### src/rtl/throb_pkg.sv
`default_nettype none
// ============================================================================
// Module   : throb_pkg
// Purpose  : Shared types and constants for the led_throbber channel driver.
// Revision : 1.0 - initial release
// ============================================================================
package throb_pkg;

  // Per-channel operating mode, as written through the config port
  typedef enum logic [1:0] {
    MODE_OFF     = 2'd0,
    MODE_ON      = 2'd1,
    MODE_BLINK   = 2'd2,
    MODE_BREATHE = 2'd3
  } throb_mode_t;

  // Direction of the breathing duty ramp
  localparam logic DIR_UP   = 1'b0;
  localparam logic DIR_DOWN = 1'b1;

endpackage : throb_pkg
`default_nettype wire

### src/rtl/throb_channel.sv
`default_nettype none
// ============================================================================
// Module   : throb_channel
// Purpose  : One LED channel: divider, breathing duty/direction, LED state
//            and tick pulse. OFF / ON / BLINK / BREATHE behaviour.
// Options  : THROB_GAMMA_EN - square-law duty mapping for BREATHE
// Revision : 1.0 - initial release
// ============================================================================
module throb_channel
  import throb_pkg::*;
#(
  parameter int          PWM_BITS            = 8,
  parameter int          DIV_BITS            = 24,
  parameter int          DEFAULT_HALF_PERIOD = 6_000_000,
  parameter throb_mode_t RESET_MODE          = MODE_BLINK
) (
  input  logic                clock,
  input  logic                reset_n,
  input  logic                i_we,
  input  throb_mode_t         i_mode,
  input  logic [DIV_BITS-1:0] i_half_period,
  input  logic [PWM_BITS-1:0] i_pwm_cnt,
  output logic                o_led,
  output logic                o_tick
);

  localparam logic [PWM_BITS-1:0] c_DUTY_MAX = {PWM_BITS{1'b1}};
  localparam logic [PWM_BITS-1:0] c_DUTY_ONE = {{(PWM_BITS-1){1'b0}}, 1'b1};
  localparam logic [DIV_BITS-1:0] c_DIV_ONE  = {{(DIV_BITS-1){1'b0}}, 1'b1};

  throb_mode_t         r_mode, w_mode_n;
  logic [DIV_BITS-1:0] r_hp,   w_hp_n;
  logic [DIV_BITS-1:0] r_div,  w_div_n;
  logic [PWM_BITS-1:0] r_duty, w_duty_n;
  logic                r_dir,  w_dir_n;
  logic                r_led,  w_led_n;
  logic                r_tick, w_tick_n;
  logic                w_term;
  logic [PWM_BITS-1:0] w_duty_eff;

  assign w_term = (r_div == r_hp);

`ifdef THROB_GAMMA_EN
  // Perceptual square law: keep the upper half of the full-width product
  logic [2*PWM_BITS-1:0] w_duty_sq;
  assign w_duty_sq  = {{PWM_BITS{1'b0}}, r_duty} * {{PWM_BITS{1'b0}}, r_duty};
  assign w_duty_eff = w_duty_sq[2*PWM_BITS-1:PWM_BITS];
`else
  assign w_duty_eff = r_duty;
`endif

  // Next-state logic: a config write restarts the channel, otherwise run the mode
  always_comb begin
    w_mode_n = r_mode;
    w_hp_n   = r_hp;
    w_div_n  = r_div;
    w_duty_n = r_duty;
    w_dir_n  = r_dir;
    w_led_n  = r_led;
    w_tick_n = 1'b0;
    if (i_we) begin
      w_mode_n = i_mode;
      w_hp_n   = i_half_period;
      w_div_n  = '0;
      w_duty_n = '0;
      w_dir_n  = DIR_UP;
      w_led_n  = 1'b0;
    end else begin
      case (r_mode)
        MODE_OFF: begin
          w_div_n = '0;
          w_led_n = 1'b0;
        end
        MODE_ON: begin
          w_div_n = '0;
          w_led_n = 1'b1;
        end
        MODE_BLINK: begin
          if (w_term) begin
            w_div_n  = '0;
            w_led_n  = ~r_led;
            w_tick_n = 1'b1;
          end else begin
            w_div_n = r_div + c_DIV_ONE;
          end
        end
        default: begin
          // The LED uses the duty currently held; the ramp step lands next cycle
          w_led_n = (i_pwm_cnt < w_duty_eff);
          if (w_term) begin
            w_div_n = '0;
            if (r_dir == DIR_UP && r_duty == c_DUTY_MAX) begin
              w_dir_n  = DIR_DOWN;
              w_duty_n = c_DUTY_MAX - c_DUTY_ONE;
              w_tick_n = 1'b1;
            end else if (r_dir == DIR_DOWN && r_duty == '0) begin
              w_dir_n  = DIR_UP;
              w_duty_n = c_DUTY_ONE;
              w_tick_n = 1'b1;
            end else if (r_dir == DIR_UP) begin
              w_duty_n = r_duty + c_DUTY_ONE;
            end else begin
              w_duty_n = r_duty - c_DUTY_ONE;
            end
          end else begin
            w_div_n = r_div + c_DIV_ONE;
          end
        end
      endcase
    end
  end

  // Channel state register with asynchronous reset to the power-on configuration
  always_ff @(posedge clock or negedge reset_n) begin
    if (!reset_n) begin
      r_mode <= RESET_MODE;
      r_hp   <= DIV_BITS'(DEFAULT_HALF_PERIOD);
      r_div  <= '0;
      r_duty <= '0;
      r_dir  <= DIR_UP;
      r_led  <= 1'b0;
      r_tick <= 1'b0;
    end else begin
      r_mode <= w_mode_n;
      r_hp   <= w_hp_n;
      r_div  <= w_div_n;
      r_duty <= w_duty_n;
      r_dir  <= w_dir_n;
      r_led  <= w_led_n;
      r_tick <= w_tick_n;
    end
  end

  assign o_led  = r_led;
  assign o_tick = r_tick;

endmodule : throb_channel
`default_nettype wire

### src/rtl/led_throbber.sv
`default_nettype none
// ============================================================================
// Module   : led_throbber
// Purpose  : Multi-channel LED indicator driver (OFF/ON/BLINK/BREATHE) with a
//            valid/ready config port, bad-channel error pulse and a shared
//            free-running PWM counter.
// Options  : THROB_GAMMA_EN - square-law duty mapping for BREATHE channels
// Revision : 1.0 - initial release
// ============================================================================
module led_throbber
  import throb_pkg::*;
#(
  parameter int NUM_CHAN            = 4,
  parameter int PWM_BITS            = 8,
  parameter int DIV_BITS            = 24,
  parameter int DEFAULT_HALF_PERIOD = 6_000_000,
  parameter int RESET_MODE          = 2
) (
  input  logic                                              clock,
  input  logic                                              reset_n,
  input  logic                                              cfg_valid,
  output logic                                              cfg_ready,
  input  logic [((NUM_CHAN > 1) ? $clog2(NUM_CHAN) : 1)-1:0] cfg_chan,
  input  logic [1:0]                                        cfg_mode,
  input  logic [DIV_BITS-1:0]                               cfg_half_period,
  output logic                                              cfg_err,
  output logic [NUM_CHAN-1:0]                               led,
  output logic [NUM_CHAN-1:0]                               tick
);

  localparam int                  c_CHAN_W     = (NUM_CHAN > 1) ? $clog2(NUM_CHAN) : 1;
  localparam throb_mode_t         c_RESET_MODE = throb_mode_t'(RESET_MODE[1:0]);
  localparam logic [PWM_BITS-1:0] c_PWM_ONE    = {{(PWM_BITS-1){1'b0}}, 1'b1};

  logic                r_ready;
  logic                r_err;
  logic [PWM_BITS-1:0] r_pwm_cnt;
  logic                w_accept;
  logic                w_bad_chan;

  assign w_accept   = cfg_valid && r_ready;
  assign w_bad_chan = (int'(cfg_chan) >= NUM_CHAN);

  // Handshake: ready drops for one cycle after each accept; flag out-of-range channels
  always_ff @(posedge clock or negedge reset_n) begin
    if (!reset_n) begin
      r_ready <= 1'b1;
      r_err   <= 1'b0;
    end else begin
      r_ready <= ~w_accept;
      r_err   <= w_accept && w_bad_chan;
    end
  end

  // Shared PWM phase counter, free-running and never restarted by config
  always_ff @(posedge clock or negedge reset_n) begin
    if (!reset_n) begin
      r_pwm_cnt <= '0;
    end else begin
      r_pwm_cnt <= r_pwm_cnt + c_PWM_ONE;
    end
  end

  assign cfg_ready = r_ready;
  assign cfg_err   = r_err;

  for (genvar gi = 0; gi < NUM_CHAN; gi++) begin : g_chan
    logic w_we;
    // Out-of-range channel numbers never match any instance, so they write nothing
    assign w_we = w_accept && (cfg_chan == c_CHAN_W'(gi));

    throb_channel #(
      .PWM_BITS            (PWM_BITS),
      .DIV_BITS            (DIV_BITS),
      .DEFAULT_HALF_PERIOD (DEFAULT_HALF_PERIOD),
      .RESET_MODE          (c_RESET_MODE)
    ) u_chan (
      .clock         (clock),
      .reset_n       (reset_n),
      .i_we          (w_we),
      .i_mode        (throb_mode_t'(cfg_mode)),
      .i_half_period (cfg_half_period),
      .i_pwm_cnt     (r_pwm_cnt),
      .o_led         (led[gi]),
      .o_tick        (tick[gi])
    );
  end

endmodule : led_throbber
`default_nettype wire

### config.mk
export PLATFORM = sky130hd
export DESIGN_NAME = led_throbber
export DESIGN_NICKNAME = d
export VERILOG_FILES = /design/src/rtl/throb_pkg.sv /design/src/rtl/throb_channel.sv /design/src/rtl/led_throbber.sv
export SDC_FILE = /design/constraint.sdc
export NUM_CORES = 1
export LEC_CHECK = 0
export CELL_PAD_IN_SITES_DETAIL_PLACEMENT = 1
export CELL_PAD_IN_SITES_GLOBAL_PLACEMENT = 2
export CORE_MARGIN = 2
export CORE_UTILIZATION = 40
export CTS_CLUSTER_SIZE = 40
export DETAILED_ROUTE_END_ITERATION = 8
export GPL_TIMING_DRIVEN = 0
export PLACE_DENSITY_LB_ADDON = 0.1
export SETUP_SLACK_MARGIN = 0.05
export SYNTH_ARGS = -nofsm -noshare
export SYNTH_HDL_FRONTEND = slang
export SYNTH_SLANG_ARGS = --single-unit
export TNS_END_PERCENT = 30
### constraint.sdc
create_clock -name clock -period 2.9 [get_ports clock]
set_clock_uncertainty 0.1 [all_clocks]
set_input_delay 0.58 -clock clock [delete_from_list [all_inputs] [get_ports clock]]
set_output_delay 0.58 -clock clock [all_outputs]
set_load 0.01 [all_outputs]
==> summary.md <==
| Metric | Value |
|---|---|
| CTS root buffer | `clkbuf_16` |
| Worst Hold End | `g_chan[0].u_chan.r_hp[17]$_DFFE_PN1P_` |
| Fmax | `roughly 370 MHz` |
| Filler cell count | `3918` |
| Clock latency on the worst-skew pair | `about 0.56 ns` |
| Final Core Density | `between 40 and 50%` |
| Final setup TNS | `0 ns` |
| Worst reg2reg startpoint | `g_chan[3].u_chan.r_div[10]$_DFF_PN0_` |
| Top-level I/O count | `41` |
| Number of flops mapped to enable cells by yosys | `0` |
| Largest net degree at the start of global routing | `between 100 and 150` |
| Syn avg cell area | `9.17 um2` |
| Asr flop ratio synth | `100%` |
| Final Max Tran Viols | `0` |
| Main synth FF type | `dfrtp_1` |
| Routed WL per cell | `19.1 um` |
| Vias | `about 11000` |
| Critical path class | `reg -> reg` |
| CORE AREA | `approximately 0.034 mm2` |
| Full die area | `approximately 0.036 mm2` |
| Initial antenna violation count | `0` |
| DRC viols | `0` |
| Syn Inst Count | `between 1500 and 2000` |
| Setup crit end kind | `flip-flop` |
| Rows | `68` |
| Setup-failing EPs final | `0` |
| Register area share after synthesis | `between 40% and 50%` |
| H-tree depth | `1` |
| DR pass1 iterations | `5` |
| Worst reg-to-reg path cell count | `7` |
| RSZ-0062 raised after global routing | `false` |
| YS warnings | `0` |
| Post-Route WL | `around 39000 um` |
| Starting Density | `between 40 and 50%` |
| Worst-Margin Slew | `1.16 ns` |
| Vias per cell | `between 5 and 6` |
| Initial DRC Count | `roughly 510` |
| Area of the multi-input gates | `roughly 0.007 mm2` |
| Global-route wire length before repair | `63500 um` |
| Synth Register Bits | `between 200 and 300` |
| Clock Path Buffers | `3` |
| Register Area | `approximately 0.0064 mm2` |
| Post-synthesis cell area | `0.0138 mm2` |
| Area Overhead vs Synth | `15.1%` |
| DRT antenna net count | `0` |
| Worst Min Path Start | `g_chan[0].u_chan.r_hp[17]$_DFFE_PN1P_` |
| Hold depth | `2` |
| Setup repair bufs after CTS | `0` |
| Critical path data arrival time | `3.02 ns` |
| Slew margin rel. | `21.8%` |
| Worst path required time | `roughly 3.3 ns` |
| Global route overflow | `0` |
| CP Launch Type | `flip-flop` |
| Post-detail-place hpwl | `roughly 29000 um` |
| Hold WC Path Type | `reg -> reg` |
| Die height | `190 um` |
| Hold Buf Count CTS | `1` |
| ANT cells | `0` |
| Die X | `roughly 190 um` |
| # resized after CTS | `0` |
| Net count reported at finish | `1674` |
| CTS Buf Count | `31` |
| Share of layout cells above drive strength 1 | `between 8 and 9%` |
| # port buffers | `39` |
| R2r setup slk | `approximately 0.23 ns` |
| Worst hold margin | `around 0.36 ns` |
| VDD IR max | `between 0.5 and 0.6 mV` |
| Pwr dens | `just over 600 mW/mm2` |
| TritonCTS clock tree | `yes` |
| Total GRT Usage | `between 20 and 25%` |
| Clk sinks | `253` |
| Final Hold Viols | `0` |
| Clock transition at the registers of the reported paths | `0.06 ns` |
| Vias in the first global route | `11357` |
| Outcome | `finished, final reports clean` |
| Tcrit/Tclk final | `slightly above 90%` |
| RePlAce Congestion | `between 0.7 and 0.8` |
| Leak | `7.63 nW` |
| Max capacitance violation total | `0` |
| Reg2Reg Capture Point | `g_chan[3].u_chan.r_div[9]$_DFF_PN0_` |
| Fin crit period | `about 2.7 ns` |
| CP max FO | `10` |
| Post-synth net total | `around 1600` |
| Unique cell type count in the Yosys netlist | `between 60 and 70` |
critical path, cell delays in order, from the launching register on:
cell and delay, ns:
dfrtp_1 0.43, xor2_1 0.18, nor4_1 0.50, nand4_1 0.37, or2_1 0.41, nand3_2 0.19
buf_2 0.29, nor2_1 0.08
report_power, final:
group	internal (mW)	total (mW)	switching, mW
logic	0.533	1.33	0.797
clock network	2.43	3.99	1.56
registers	3.98	4.32	0.341
metrics by stage:
stage               instances  area, um2  power, mW  worst slack, ns
floorplan                1507      13800       5.14            0.618
global placement         2001      14800       5.67           -10.49
detailed placement       2003      14800       5.72          -0.0611
CTS                      2061      15900       9.76            0.208
global route             2061      15900       10.1           0.0729
finish                   2061      15900       9.64            0.230
cell usage after synthesis, types with 27 or more instances:
master    count  area, um2
dfstp_2      45       1180
nor4_1       29        181
nand2_1     380       1430
nand3_1      53        265
ha_1         57        713
a21oi_1      41        205
dfrtp_1     208       5200
xnor2_1      45        394
nand4_1      27        169
clkbuf_1     29        109
xor2_1      172       1510
inv_1        35        131
nor2_1      147        552
flip-flops by register name, summed over array words and instances (netlist names):
signal and cells:
g_chan.u_chan.r_dir 4, cfg_ready 1, g_chan.u_chan.o_led 4, g_chan.u_chan.r_mode 8, g_chan.u_chan.o_tick 4, g_chan.u_chan.r_duty 32, g_chan.u_chan.r_hp 96, r_pwm_cnt 8
g_chan.u_chan.r_div 96
cells in the final DEF (no fill, tap or decap), types with 5 or more instances in the layout:
master and n:
nor4_1 29, buf_2 6, nor3_1 15, ha_1 57
xor2_1 172, mux2i_1 6, nand4_1 27, dfstp_2 45
clkbuf_8 12, nand2b_1 7, nand2_1 380, a211oi_1 19
a21o_1 9, nor2b_1 10, clkbuf_1 36, o21bai_1 5
inv_1 35, a21oi_1 41, xnor2_1 45, and2_1 5
a31oi_1 7, and4_1 11, nor2_1 147, nand3_1 53
o211ai_1 8, clkdlybuf4s50_1 38, and3_1 25, buf_4 14
dfrtp_1 208, o21ai_0 19, clkbuf_16 31
final cells by class:
class                           instances  share of cell area, %
Clock buffer                           50                   6.08
Sequential cell                       253                   40.2
Clock inverter                          7                  0.551
Tap cell                              455                   3.58
Inverter                               35                  0.826
Timing Repair Buffer                   42                   2.90
Buffer                                 53                   1.77
Multi-Input combinational cell       1166                   44.1
kinds of logic after synthesis:
family | Yosys count | share of synthesized area [%]
XOR/XNOR | 217 | 13.8
AND/OR/NAND/NOR | 745 | 24.5
adder cells (fa/ha/maj) | 61 | 5.74
flip-flops | 253 | 46.2
buffers and inverters | 88 | 2.99
other | 1 | 0.0271
multiplexers | 7 | 0.516
AO/OA/AOI/OAI | 135 | 6.23
routing by layer:
layer	part of all wire, %	track usage [%]	routed length, um
met1	47	30.9	18600
met5	0	0	0
met3	2.8	2.36	1100
met4	2.0	4.56	772
met2	48	38.3	18900
worst max-delay path by stage:
stage | startpoint | end | slack, ns | cells past startpoint
after floorplan | g_chan[1].u_chan.r_dir$_DFFE_PN0P_ | g_chan[1].u_chan.r_duty[7]$_DFFE_PN0P_ | 0.62 | 7
after global placement | reset_n | g_chan[3].u_chan.r_div[17]$_DFF_PN0_ | -10.49 | 1
after detailed placement | cfg_chan[1] | g_chan[3].u_chan.r_mode[1]$_DFFE_PN1P_ | -0.06 | 6
after CTS | g_chan[3].u_chan.r_div[10]$_DFF_PN0_ | g_chan[3].u_chan.r_div[19]$_DFF_PN0_ | 0.21 | 7
after global routing | g_chan[3].u_chan.r_div[10]$_DFF_PN0_ | g_chan[3].u_chan.r_div[19]$_DFF_PN0_ | 0.07 | 7
final | g_chan[3].u_chan.r_div[10]$_DFF_PN0_ | g_chan[3].u_chan.r_div[9]$_DFF_PN0_ | 0.23 | 7
(Power assumes the default switching activity.)
